**src/rtl/cam_stream_pkg.sv**
```systemverilog
// Shared types and helpers for the camera stream arbiter: FSM states, word classes,
// SOF/EOF patch-number codes and a ceil-log2 used for index widths.
package cam_stream_pkg;

  typedef enum logic [1:0] {
    INTERFRAME = 2'd0,
    INTRAFRAME = 2'd1,
    ERROR      = 2'd2
  } state_e;

  typedef enum logic [1:0] {
    WC_SOF  = 2'd0,
    WC_EOF  = 2'd1,
    WC_DATA = 2'd2,
    WC_BAD  = 2'd3
  } wclass_e;

  // SOF is the all-ones patch number, EOF the one just below it.
  function automatic logic [31:0] sof_code(input int pn_size);
    return 32'((64'd1 << pn_size) - 64'd1);
  endfunction

  function automatic logic [31:0] eof_code(input int pn_size);
    return sof_code(pn_size) - 32'd1;
  endfunction

  function automatic int log2(input int n);
    int r;
    r = 0;
    while ((1 << r) < n) r++;
    return (r < 1) ? 1 : r;
  endfunction

endpackage

```
**src/rtl/cam_stream_arbiter_if.sv**
```systemverilog
// Camera FIFO read ports plus the merged output stream. The slave modport is the
// arbiter's view; the master modport is the FIFO/downstream side.
interface cam_stream_arbiter_if #(
  parameter int N_CAM   = 3,
  parameter int PN_SIZE = 20,
  parameter int FP_SIZE = 20
) ();
  import cam_stream_pkg::*;

  localparam int W     = PN_SIZE + FP_SIZE;
  localparam int CAM_W = log2(N_CAM);

  logic [N_CAM-1:0]   input_val;
  logic [N_CAM*W-1:0] input_data;
  logic [N_CAM-1:0]   input_ack;
  logic               out_val;
  logic               out_rdy;
  logic [W-1:0]       out_data;
  logic [CAM_W-1:0]   out_cam;

  modport master (
    output input_val, input_data, out_rdy,
    input  input_ack, out_val, out_data, out_cam
  );

  modport slave (
    input  input_val, input_data, out_rdy,
    output input_ack, out_val, out_data, out_cam
  );

endinterface

```
**src/rtl/stream_rr_pick.sv**
```systemverilog
// Combinational rotate-priority picker: the first requester after 'last' (mod N_CAM)
// wins; returns a one-hot grant and its index (all zero when nobody requests).
module stream_rr_pick
  import cam_stream_pkg::*;
#(
  parameter int N_CAM = 3,
  parameter int CAM_W = log2(N_CAM)
) (
  input  logic [N_CAM-1:0] req,
  input  logic [CAM_W-1:0] last,
  output logic [N_CAM-1:0] gnt,
  output logic [CAM_W-1:0] gnt_idx
);

  logic [CAM_W:0] pos;
  logic           found;

  always_comb begin
    gnt     = '0;
    gnt_idx = '0;
    found   = 1'b0;
    pos     = '0;
    for (int i = 1; i <= N_CAM; i++) begin
      pos = {1'b0, last} + (CAM_W+1)'(i);
      if (pos >= (CAM_W+1)'(N_CAM)) pos = pos - (CAM_W+1)'(N_CAM);
      if (!found && req[pos[CAM_W-1:0]]) begin
        found                 = 1'b1;
        gnt_idx               = pos[CAM_W-1:0];
        gnt[pos[CAM_W-1:0]]   = 1'b1;
      end
    end
  end

endmodule

```
**src/rtl/cam_stream_arbiter.sv**
```systemverilog
// Frame-aligned round-robin merge of N_CAM camera FIFOs into one registered stream.
// Optional SOF-alignment watchdog is enabled by defining CAM_STREAM_ARB_TIMEOUT_EN.
module cam_stream_arbiter
  import cam_stream_pkg::*;
#(
  parameter int N_CAM   = 3,
  parameter int PN_SIZE = 20,
  parameter int FP_SIZE = 20,
  parameter int N_PATCH = 600000
`ifdef CAM_STREAM_ARB_TIMEOUT_EN
  , parameter int TIMEOUT = 65535
`endif
) (
  input  logic                  CLK,
  input  logic                  RESET,
  cam_stream_arbiter_if.slave   bus,
  output logic                  frame_start,
  output logic                  frame_done,
  output logic [15:0]           frame_cnt,
  output logic                  error
);

  localparam int W     = PN_SIZE + FP_SIZE;
  localparam int CAM_W = log2(N_CAM);
  localparam logic [PN_SIZE-1:0] SOF_PN = PN_SIZE'(sof_code(PN_SIZE));
  localparam logic [PN_SIZE-1:0] EOF_PN = PN_SIZE'(eof_code(PN_SIZE));

  function automatic wclass_e classify(input logic [PN_SIZE-1:0] pn);
    if (pn == SOF_PN) return WC_SOF;
    if (pn == EOF_PN) return WC_EOF;
    if (32'(pn) < 32'(N_PATCH)) return WC_DATA;
    return WC_BAD;
  endfunction

  state_e             state, state_nx;
  logic [W-1:0]       head [N_CAM];
  logic [N_CAM-1:0]   sof_v, eof_v, data_v, bad_v;
  logic [N_CAM-1:0]   eof_seen, eof_nx, req, gnt, ack;
  logic [CAM_W-1:0]   rr_last, gnt_idx;
  logic               load_ok, load_word, start_nx, done_nx, wdog_hit;
  logic               vld_p1;
  logic [W-1:0]       out_data_p1;
  logic [CAM_W-1:0]   out_cam_p1;

  always_comb begin
    sof_v  = '0;
    eof_v  = '0;
    data_v = '0;
    bad_v  = '0;
    for (int c = 0; c < N_CAM; c++) begin
      head[c] = bus.input_data[c*W +: W];
      case (classify(head[c][W-1 -: PN_SIZE]))
        WC_SOF:  sof_v[c]  = bus.input_val[c];
        WC_EOF:  eof_v[c]  = bus.input_val[c];
        WC_DATA: data_v[c] = bus.input_val[c];
        default: bad_v[c]  = bus.input_val[c];
      endcase
    end
  end

  assign req     = data_v & ~eof_seen;
  assign load_ok = !vld_p1 || bus.out_rdy;

  stream_rr_pick #(.N_CAM(N_CAM), .CAM_W(CAM_W)) u_pick (
    .req     (req),
    .last    (rr_last),
    .gnt     (gnt),
    .gnt_idx (gnt_idx)
  );

`ifdef CAM_STREAM_ARB_TIMEOUT_EN
  logic [15:0] wdog_q;
  // Counts only while alignment is partial; full alignment (frame start) clears it.
  always_ff @(posedge CLK) begin
    if (RESET || state != INTERFRAME || !(|sof_v) || (&sof_v)) wdog_q <= '0;
    else if (!wdog_hit) wdog_q <= wdog_q + 16'd1;
  end
  assign wdog_hit = (state == INTERFRAME) && (wdog_q >= 16'(TIMEOUT));
`else
  assign wdog_hit = 1'b0;
`endif

  always_comb begin
    state_nx  = state;
    ack       = '0;
    eof_nx    = eof_seen;
    start_nx  = 1'b0;
    done_nx   = 1'b0;
    load_word = 1'b0;
    case (state)
      INTERFRAME: begin
        if (|bad_v || wdog_hit) begin
          state_nx = ERROR;
        end else if (&sof_v) begin
          ack      = sof_v;
          start_nx = 1'b1;
          eof_nx   = '0;
          state_nx = INTRAFRAME;
        end else begin
          ack = data_v | eof_v;
        end
      end
      INTRAFRAME: begin
        if (|bad_v || |(sof_v & ~eof_seen)) begin
          state_nx = ERROR;
        end else begin
          // EOF retirement runs alongside the data grant; a cam's single head word
          // cannot be both, so the two ack sets never overlap.
          ack    = eof_v & ~eof_seen;
          eof_nx = eof_seen | eof_v;
          if (load_ok && |gnt) begin
            ack       = ack | gnt;
            load_word = 1'b1;
          end
          if (&eof_nx) begin
            done_nx  = 1'b1;
            state_nx = INTERFRAME;
          end
        end
      end
      ERROR:   state_nx = ERROR;
      default: state_nx = ERROR;
    endcase
  end

  assign bus.input_ack = ack;

  always_ff @(posedge CLK) begin
    if (RESET) state <= INTERFRAME;
    else       state <= state_nx;
  end

  // p0 -> p1: FIFO head captured into the output register
  always_ff @(posedge CLK) begin
    if (RESET) begin
      vld_p1      <= 1'b0;
      out_data_p1 <= '0;
      out_cam_p1  <= '0;
      rr_last     <= CAM_W'(N_CAM - 1);
      eof_seen    <= '0;
      frame_start <= 1'b0;
      frame_done  <= 1'b0;
      frame_cnt   <= '0;
      error       <= 1'b0;
    end else begin
      eof_seen    <= eof_nx;
      frame_start <= start_nx;
      frame_done  <= done_nx;
      if (done_nx) frame_cnt <= frame_cnt + 16'd1;
      if (state_nx == ERROR) begin
        error  <= 1'b1;
        vld_p1 <= 1'b0;
      end else if (load_ok) begin
        vld_p1 <= load_word;
      end
      if (load_word) begin
        out_data_p1 <= head[gnt_idx];
        out_cam_p1  <= gnt_idx;
        rr_last     <= gnt_idx;
      end
    end
  end

  assign bus.out_val  = vld_p1;
  assign bus.out_data = out_data_p1;
  assign bus.out_cam  = out_cam_p1;

endmodule

```
**src/flat_wrapper.sv**
```systemverilog
// flat-port wrapper written by rule: the top's interface ports become plain ports
module cam_stream_arbiter_flat import cam_stream_pkg::*;
#(
  parameter int N_CAM   = 3,
  parameter int PN_SIZE = 20,
  parameter int FP_SIZE = 20,
  parameter int N_PATCH = 600000

)
  (CLK, RESET, frame_start, frame_done, frame_cnt, error, bus_input_val, bus_input_data, bus_out_rdy, bus_input_ack, bus_out_val, bus_out_data, bus_out_cam);
  cam_stream_arbiter_if #(.N_CAM(N_CAM), .PN_SIZE(PN_SIZE), .FP_SIZE(FP_SIZE)) bus_i ();
  input  logic CLK;
  input  logic RESET;
  output logic frame_start;
  output logic frame_done;
  output logic [15:0] frame_cnt;
  output logic error;
  input wire logic [$bits(bus_i.input_val)-1:0] bus_input_val;
  input wire logic [$bits(bus_i.input_data)-1:0] bus_input_data;
  input wire logic [$bits(bus_i.out_rdy)-1:0] bus_out_rdy;
  output wire logic [$bits(bus_i.input_ack)-1:0] bus_input_ack;
  output wire logic [$bits(bus_i.out_val)-1:0] bus_out_val;
  output wire logic [$bits(bus_i.out_data)-1:0] bus_out_data;
  output wire logic [$bits(bus_i.out_cam)-1:0] bus_out_cam;
  assign bus_i.input_val = bus_input_val;
  assign bus_i.input_data = bus_input_data;
  assign bus_i.out_rdy = bus_out_rdy;
  assign bus_input_ack = bus_i.input_ack;
  assign bus_out_val = bus_i.out_val;
  assign bus_out_data = bus_i.out_data;
  assign bus_out_cam = bus_i.out_cam;
  cam_stream_arbiter #(.N_CAM(N_CAM), .PN_SIZE(PN_SIZE), .FP_SIZE(FP_SIZE), .N_PATCH(N_PATCH)) u_core (.CLK(CLK), .RESET(RESET), .bus(bus_i), .frame_start(frame_start), .frame_done(frame_done), .frame_cnt(frame_cnt), .error(error));
endmodule
```
**config.mk**
```make
export PLATFORM = sky130hd
export DESIGN_NAME = cam_stream_arbiter_flat
export DESIGN_NICKNAME = d
export VERILOG_FILES = /design/src/rtl/cam_stream_pkg.sv /design/src/rtl/cam_stream_arbiter_if.sv /design/src/rtl/stream_rr_pick.sv /design/src/rtl/cam_stream_arbiter.sv /design/src/flat_wrapper.sv
export SDC_FILE = /design/constraint.sdc
export NUM_CORES = 1
export LEC_CHECK = 0
export CAP_MARGIN = 20
export CORE_AREA = 2 2 110 112
export CTS_CLUSTER_SIZE = 10
export DETAILED_ROUTE_END_ITERATION = 6
export DIE_AREA = 0 0 112 114
export MAX_ROUTING_LAYER = met4
export PLACE_DENSITY = 0.76
export SKIP_CTS_REPAIR_TIMING = 1
export SLEW_MARGIN = 0
export SYNTH_ARGS = -nofsm -noshare
export SYNTH_HDL_FRONTEND = slang
export SYNTH_SLANG_ARGS = --single-unit
```
**constraint.sdc**
```tcl
create_clock -name CLK -period 3 [get_ports CLK]
set_input_delay 0.3 -clock CLK [delete_from_list [all_inputs] [get_ports CLK]]
set_output_delay 0.3 -clock CLK [all_outputs]
set_load 0.1 [all_outputs]
```
* After elaboration in Yosys (flattened, before gate mapping)
Cells that the tools add are included.
** Storage, ports and cells
- Bits in registers :: 69
- Output and inout port bits :: 65
- Input port bits :: 126
** Cells by class
- Bitwise logic cells :: 11
- Muxes and demuxes :: 95
- Equality and inequality tests :: 17
- Reductions and logical operators :: 27
- $add $sub $neg :: 7
- Order comparisons :: 13
** Operators by type and width (count)
- == test 20 bit, second input constant :: 6
- binary-select mux 40 bit (select 2 bit) :: 1
- 2-to-1 mux 40 bit :: 2
- < comparator 20 bit, second input constant :: 3
- 2-to-1 mux 2 bit :: 28
- 2-to-1 mux 1 bit :: 45
- 2-to-1 mux 3 bit :: 10
- OR reduction 3 bit :: 6
- adder 16 x 1 -> 16 bit, second input constant :: 1
- OR 3 bit :: 5
- case mux 3 bit (2 select lines) :: 2
- AND 3 bit :: 3
- >= comparator 3 x 2 -> 1 bit, second input constant :: 3
- < comparator 2 x 3 -> 1 bit, second input constant :: 3
- == test 2 x 1 -> 1 bit, second input constant :: 4
- == test 2 bit, second input constant :: 4
- zero test 2 bit :: 4
- adder 2 x 2 -> 3 bit, second input constant :: 2
- binary-select mux 1 bit (select 2 bit) :: 3
- demux 1 bit (select 2 bit) :: 3
- >= comparator 2 x 1 -> 1 bit, second input constant :: 3
- logical AND 1 bit :: 6
- AND reduction 3 bit :: 2
- subtractor 2 bit, second input constant :: 3
- 14 further kinds :: 18

* Depth between registers and ports, before layout
Gate-level depths: netlist (run 1).
- Depth in word-level cells :: 25
- Depth in mapped cells :: 13
- Depth with buffers taken out :: 10

* By module
A second synthesis (run 1) with hierarchy kept.
** Second synthesis, totals
- Cells, all modules :: 553
- Area, all modules :: 4317.9 µm²
** Modules (own cells, without submodules)
- cam_stream_arbiter :: cells each 511, area each 4016.4 µm², times used 1
- stream_rr_pick :: cells each 42, area each 301.5 µm², times used 1

* Worst setup path before layout (run 1)
No wires, ideal clock.
- Path kind :: input-to-output
- Start :: input bus_input_data[33]
- End :: output bus_input_ack[2]
- Arrival :: 3788 ps
- Required time :: 2700 ps
- Cell stages on the path :: 9
- Setup slack :: -1088 ps
- Cells stage by stage :: a211o_1 -> a211o_1 -> a2bb2oi_2 -> o221ai_1 -> nor4_4 -> nand2_1 -> clkbuf_1 -> clkbuf_1 -> o22ai_1
** Between the ends
- Longest elaborated chain between the ends :: 24
- Elaborated cells on any way between the ends :: 52
- Those cells by class :: 1 x order compare; 4 x eq/ne; 30 x mux; 5 x bitwise; 12 x reduce/logical
** RTL lines
- start, declared :: RTL line flat_wrapper.sv:19 : input wire logic [$bits(bus_i.input_data)-1:0] bus_input_data;
- < comparator 20 bit :: RTL line cam_stream_arbiter.sv:31 : if (32'(pn) < 32'(N_PATCH)) return WC_DATA;
- 2-to-1 mux 1 bit (2 in series) :: RTL line cam_stream_arbiter.sv:31
- 2-to-1 mux 1 bit :: RTL line cam_stream_arbiter.sv:30 : if (pn == EOF_PN) return WC_EOF;
- 2-to-1 mux 2 bit :: RTL line cam_stream_arbiter.sv:32 : return WC_BAD;
- 2-to-1 mux 2 bit :: RTL line cam_stream_arbiter.sv:31
- 2-to-1 mux 2 bit * :: RTL line cam_stream_arbiter.sv:30
- == test 2 bit :: RTL line cam_stream_arbiter.sv:52 : case (classify(head[c][W-1 -: PN_SIZE]))
- 2-to-1 mux 1 bit :: RTL line cam_stream_arbiter.sv:52
- [7 not listed]
- zero test 1 bit :: RTL line stream_rr_pick.sv:26 : if (!found && req[pos[CAM_W-1:0]]) begin
- logical AND 1 bit :: RTL line stream_rr_pick.sv:26
- 2-to-1 mux 3 bit :: RTL line stream_rr_pick.sv:26
- OR reduction 3 bit :: RTL line cam_stream_arbiter.sv:111 : if (load_ok && |gnt) begin
- logical AND 1 bit :: RTL line cam_stream_arbiter.sv:111
- 2-to-1 mux 3 bit :: RTL line cam_stream_arbiter.sv:111
- 2-to-1 mux 3 bit :: RTL line cam_stream_arbiter.sv:104 : if (|bad_v || |(sof_v & ~eof_seen)) begin
- case mux 3 bit (2 select lines) * :: RTL line cam_stream_arbiter.sv:90 : case (state)
- end, declared :: RTL line flat_wrapper.sv:21 : output wire logic [$bits(bus_i.input_ack)-1:0] bus_input_ack;
Every way passes the cells marked *; elsewhere a longest branch is shown, timed or not. The select of a mux whose other input is x is not followed.

* Worst setup path in the final report (run 1)
- Start :: input bus_input_data[115]
- End :: output bus_input_ack[0]
Same word-level chain as after synthesis.

==> flow_summary.yaml, run 1 <==
run_status:
  outcome: "complete, no violations"
power_and_ir_drop:
  leakagePower_nw: 3.64
  p_int_w: 0.00203
  p_comb_share_pct: 27.5
  ir_worst_vdd_v: 0.000246
  p_clk_share_pct: 40.3
  p_sw_w: 0.000851
  power_frac_seq_pct: 32.1
  powerDensity_nw_per_um2: 372
  p_sw_share_pct: 29.6
detailed_routing:
  drt-initial-drc-count: 535
  antenna_left: 0
  wirelength_um: 16700
  drc: 0
  vias: 5358
  dr.pass1.iters: 5
  vias_per_cell: 5.71
  wl_per_cell_um: 17.8
setup_path:
  start_kind: "input port"
  required_ns: 2.70
  cp_max_fo: 4
  crit_type: "in2out"
  arrival_ns: 2.68
  end_kind: "primary output"
floorplan:
  pin_count: 191
  die_area_um2: 12800
  core-area_um2: 11700
  fp.dieW_um: 112
  die_y_um: 114
  initial_utilization_pct: 37.6
  num_rows: 40
global_route:
  grt_max_degree: 47
  antenna_found_initial: 0
  overflow: 0
  globalRouteTotalUtil_pct: 25.8
  grt_pass1_wl_um: 26200
  grt_pass1_vias: 5248
clock_tree:
  cts_tree: "done"
  clk_pin_slew_ns: 0.06
  clockBufferDepth: 2
  clk_latency_ns: 0.34
  cts.sinks: 68
  cts_root_buf: "clkbuf_16"
  numCtsBuffers: 9
  ctsHtreeMaxLevel: 3
sta:
  tightest_slew_ns: 0.986
  clock.fmax_ghz: 0.335
  hold_slack_ns: 0.344
  finalMaxSlewViolations: 0
  finClkSkew_ns: 0.00515
  setup_viol: 0
  fin_crit_ns: 2.98
  hold_viol: 0
  period_share_pct: 99.4
  max-slew-margin-rel_pct: 34.1
synth:
  ys_types: 58
  synth_ff_type: "dfxtp_1"
  ys_ff_latch: 68
  synthArstFlopShare_pct: 0
  synth_edf_count: 0
  synth.yosys.seq_area_share_pct: 30.9
  synth_nets: 663
  yosys_warnings: 0
  avgSynthCellArea_um2: 8.31
  synth_cells: 530
  syn-cell-area_um2: 4410
finish:
  final_nets: 920
  antenna_cells: 0
  final_common_cell: "buf_4"
  layoutNonFillerInstCount: 939
  final_cell_mix: "buf_4 (137), clkdlybuf4s50_1 (82), dfxtp_1 (68)"
  n_fill_cell: 961
  drive_above_1_share_pct: 32.1
  areaGrowthSynthToFinish_pct: 75.8
flow_run:
  cap_violations: 0
placed_design:
  gp_congestion: 0.961
  io_buffers: 190
  dpl.hpwl_um: 12400
  place_inst: 917
worst_hold_path:
  hold_path_class: "in2reg"
==> sequential cells by signal (all words and copies together), names as in the netlist <==
signal	flops
u_core.bus.out_cam	2
u_core.bus.out_data	40
u_core.bus.out_val	1
u_core.eof_seen	3
u_core.error	1
u_core.frame_cnt	16
u_core.frame_done	1
u_core.frame_start	1
u_core.rr_last	1
u_core.state	2
==> through the flow <==
stage	setup TNS [ns]	worst slack, ns	util [%]	area [um2]	power [W]
floorplan	0	0.00326	-	4460	0.00132
global placement	-25.49	-0.498	60.2	7050	0.00169
detailed placement	-24.52	-0.468	60.2	7050	0.00170
CTS	-5.94	-0.482	62.9	7370	0.00286
global route	-0.168	-0.0587	66.1	7740	0.00298
finish	0	0.0179	66.1	7740	0.00288
==> power groups by stage <==
stage | registers (W) | clock network [W] | logic [W]
final | 0.000924 | 0.00116 | 0.000793
after global routing | 0.000925 | 0.00121 | 0.000840
after CTS | 0.000924 | 0.00117 | 0.000759
after detailed placement | 0.000944 | 0 | 0.000754
after global placement | 0.000943 | 0 | 0.000747
after floorplan | 0.00101 | 0 | 0.000308
==> critical path, stage by stage <==
cell and delay (ns):
buf_4 0.13, nor4_2 0.33, nand2_1 0.09, o211ai_1 0.32, buf_4 0.19, nand2b_4 0.13, o221ai_4 0.10, nor4_4 0.40
nand2_2 0.13, buf_12 0.15, o22ai_4 0.20, buf_12 0.20
==> cell families (layout without fill, tap and decap cells) <==
group           Yosys count  after routing  share of synthesized area (%)
xor+xnor                  7              7                           1.39
compound gates          157            157                           25.0
simple gates            176            176                           20.9
fa+ha+maj                 7              7                           1.99
flops                    68             68                           30.9
mux                      60             60                           14.2
buf+inv                  55            317                           5.65
==> final timing paths <==
check,startpoint,end,slack (ns),cells past startpoint
worst max-delay path,bus_input_data[115],bus_input_ack[0],0.02,12
worst min-delay path,bus_input_data[110],u_core.bus.out_data[30]$_SDFFE_PP0P_,0.34,3
worst max register to register,u_core.rr_last[1]$_SDFFE_PP1P_,u_core.bus.out_data[9]$_SDFFE_PP0P_,0.16,10
worst min register to register,u_core.bus.out_data[6]$_SDFFE_PP0P_,u_core.bus.out_data[6]$_SDFFE_PP0P_,0.48,1
==> synth_stat cells, types with 5 or more instances <==
master | instances | share of area [%]
o211ai_1 | 42 | 7.2
clkbuf_1 | 26 | 2.2
nor2_1 | 30 | 2.6
buf_2 | 7 | 0.79
mux2_2 | 20 | 5.1
and3_1 | 5 | 0.71
nand4_1 | 17 | 2.4
mux2i_1 | 40 | 9.1
xor2_1 | 6 | 1.2
ha_1 | 7 | 2.0
and2_1 | 5 | 0.71
nand3_1 | 16 | 1.8
a31o_1 | 18 | 3.6
o21ai_1 | 20 | 2.3
or3_1 | 10 | 1.4
o21ai_0 | 14 | 1.6
inv_1 | 14 | 1.2
nand2_1 | 47 | 4.0
dfxtp_1 | 68 | 31
a21oi_1 | 22 | 2.5
nor4_1 | 24 | 3.4
==> metal layers <==
layer	track usage [%]	up-vias	share of wire, %
li1	-	2530	-
met3	5.74	29	7.1
met1	30.5	2545	41
met4	6.59	0	2.0
met2	44.8	254	50
met5	-	-	0
==> layout make-up <==
cell class                      count  area [um2]  area share [%]
Clock buffer                        9         225            2.91
Inverter                           15        56.3           0.727
Clock inverter                      7         100            1.29
Timing Repair Buffer              286        2710            35.0
Multi-Input combinational cell    407        3110            40.1
Sequential cell                    68        1360            17.6
Tap cell                          147         184            2.37
Power figures use the tool's default switching activity.
==> inputs of run 2 (changes only) <==
--- a/config.mk
+++ b/config.mk
@@ -6,13 +6,13 @@
 export NUM_CORES = 1
 export LEC_CHECK = 0
 export CAP_MARGIN = 20
-export CORE_AREA = 2 2 110 112
+export CORE_AREA = 2 2 105 107
 export CTS_CLUSTER_SIZE = 10
 export DETAILED_ROUTE_END_ITERATION = 6
-export DIE_AREA = 0 0 112 114
+export DIE_AREA = 0 0 107 109
+export GPL_TIMING_DRIVEN = 1
 export MAX_ROUTING_LAYER = met4
-export PLACE_DENSITY = 0.76
-export SKIP_CTS_REPAIR_TIMING = 1
+export PLACE_DENSITY = 0.8
 export SLEW_MARGIN = 0
 export SYNTH_ARGS = -nofsm -noshare
 export SYNTH_HDL_FRONTEND = slang
==> constraint.sdc (replaced) <==
create_clock -name CLK -period 3.4 [get_ports CLK]
set_input_delay 0.34 -clock CLK [delete_from_list [all_inputs] [get_ports CLK]]
set_output_delay 0.34 -clock CLK [all_outputs]
set_load 0.1 [all_outputs]
==> flow_summary.yaml, run 2 (synthesized netlist as in run 1, its figures left out) <==
sta:
  fin_crit_ns: 3.31
  max-slew-margin-rel_pct: 32.4
  hold_slack_ns: 0.477
  period_share_pct: 97.4
  setup_viol: 0
  final.setup.tns_ns: 0
  tightest_slew_ns: 1.01
  finClkSkew_ns: 0.0140
  hold_viol: 0
  clock.fmax_ghz: 0.302
  finalMaxSlewViolations: 0
clock_tree:
  cts.sinks: 68
  clockBufferDepth: 2
  clk_pin_slew_ns: 0.08
  cts_root_buf: "clkbuf_8"
  numCtsBuffers: 9
  clk_latency_ns: 0.34
  ctsHtreeMaxLevel: 3
  cts_hold_buf: 0
  cts_tree: "done"
power_and_ir_drop:
  ir_worst_vdd_v: 0.000167
  finalPower_w: 0.00210
  powerDensity_nw_per_um2: 289
  leakagePower_nw: 3.01
floorplan:
  pin_count: 191
  num_rows: 38
  initial_utilization_pct: 41.6
  die_y_um: 109
  fp.dieW_um: 107
  core-area_um2: 10600
  die_area_um2: 11700
global_route:
  overflow: 0
  grt_max_degree: 47
  grt_pass1_vias: 5151
  grt_pass1_wl_um: 25900
  globalRouteTotalUtil_pct: 28.9
  antenna_found_initial: 0
setup_path:
  cpPeakStageDelay_ns: 0.45
  arrival_ns: 2.97
  critPathSlowestCell: "clkdlybuf4s50_1"
  end_kind: "primary output"
  path_cells: "clkdlybuf4s50_1 -> nand3_1 -> nor2_1 -> a31o_2 -> or3_1 -> a211o_1 -> a311oi_4 -> a21boi_2 -> o22ai_2 -> buf_12"
  critPathLaunch: "bus_input_data[68]"
  required_ns: 3.06
  cp_max_fo: 4
  crit_type: "in2out"
  r2r-start: "u_core.bus.out_cam[0]$_SDFFE_PP0P_"
  start_kind: "input port"
detailed_routing:
  drc: 0
  drt-initial-drc-count: 272
  wirelength_um: 16300
  dr.pass1.iters: 5
  antenna_left: 0
  vias_per_cell: 5.70
  vias: 5137
  wl_per_cell_um: 18.1
finish:
  postLayoutCellArea_um2: 7270
  final_nets: 890
  final_cell_mix: "clkdlybuf4s50_1 (171), dfxtp_1 (67), buf_4 (60)"
  layoutNonFillerInstCount: 902
  drive_above_1_share_pct: 18.8
  final_common_cell: "clkdlybuf4s50_1"
  areaGrowthSynthToFinish_pct: 65.0
  antenna_cells: 0
  largest_reg_flops: 40
placed_design:
  io_buffers: 190
  place_inst: 884
  placed_cell_area_um2: 6910
  gp_congestion: 1.01
  dpl.hpwl_um: 12700
worst_hold_path:
  hold_path_class: "in2reg"
  hold_start: "bus_input_data[111]"
run_status:
  outcome: "complete, no violations"
flow_run:
  cap_violations: 0
[run 2: changes by cell type in the layout (fill, tap and decap cells not counted), moves of 5 or more]
cell             before  now
clkdlybuf4s50_1      82  171
buf_4               137   60
dlymetal6s2s_1       44   15
clkbuf_16             9    0
clkbuf_8              0    9
clkbuf_2              6    0
buf_6                 5    0
[run 2: path summary, 6_finish.rpt]
| kind | endpoint | slack (ns) | depth (start not counted) |
|---|---|---|---|
| setup / recovery | bus_input_ack[1] | 0.09 | 10 |
| hold / removal | u_core.bus.out_data[31]$_SDFFE_PP0P_ | 0.48 | 3 |
| setup reg to reg | u_core.bus.out_data[11]$_SDFFE_PP0P_ | 0.48 | 10 |
| hold reg to reg | u_core.bus.out_data[6]$_SDFFE_PP0P_ | 0.48 | 1 |
[run 2: metrics by stage]
| step | setup WS, ns | utilization [%] |
|---|---|---|
| finish | 0.0896 | 68.6 |
| global route | -0.0111 | 68.6 |
| CTS | 0.00900 | 67.0 |
| detailed placement | -0.113 | 65.2 |
| global placement | -0.0655 | 65.2 |
| floorplan | -0.192 | - |
[run 2: area by class of cell]
type | instances | area [um2]
fill | 857 | 3330
tap | 140 | 175
sequential | 68 | 1360
inverter | 15 | 56.3
multi-input combinational | 407 | 2960
timing repair buffer | 256 | 2530
clock buffer | 9 | 124
clock inverter | 7 | 58.8
[run 2: layer usage]
| metal | wire, um | vias to the layer above | global-route usage (%) | share of wire [%] |
|---|---|---|---|---|
| met5 | 0 | - | - | 0 |
| met4 | 307 | 0 | 8.44 | 1.9 |
| met3 | 1230 | 21 | 6.28 | 7.5 |
| met2 | 7920 | 224 | 48.5 | 49 |
| met1 | 6860 | 2420 | 35.2 | 42 |
| li1 | - | 2472 | - | - |
[run 2: critical path, delay by kind of cell]
kind | cells | cell delay [ns]
AO/OA/AOI/OAI | 5 | 1.30
AND/OR/NAND/NOR | 3 | 0.67
buffers and inverters | 2 | 0.65
[run 2: report_power, final]
part | leakage (nW) | total [W] | internal, W | switching, W
logic | 2.37 | 0.000663 | 0.000319 | 0.000344
registers | 0.549 | 0.000814 | 0.000807 | 0.00000723
clock network | 0.0921 | 0.000622 | 0.000276 | 0.000346
total | 3.01 | 0.00210 | 0.00140 | 0.000697
[run 2: timing repair]
item,CTS,global route
pin swaps,1,11
gates resized for setup,2,38
buffers inserted,0,2
setup endpoints to repair,3,10
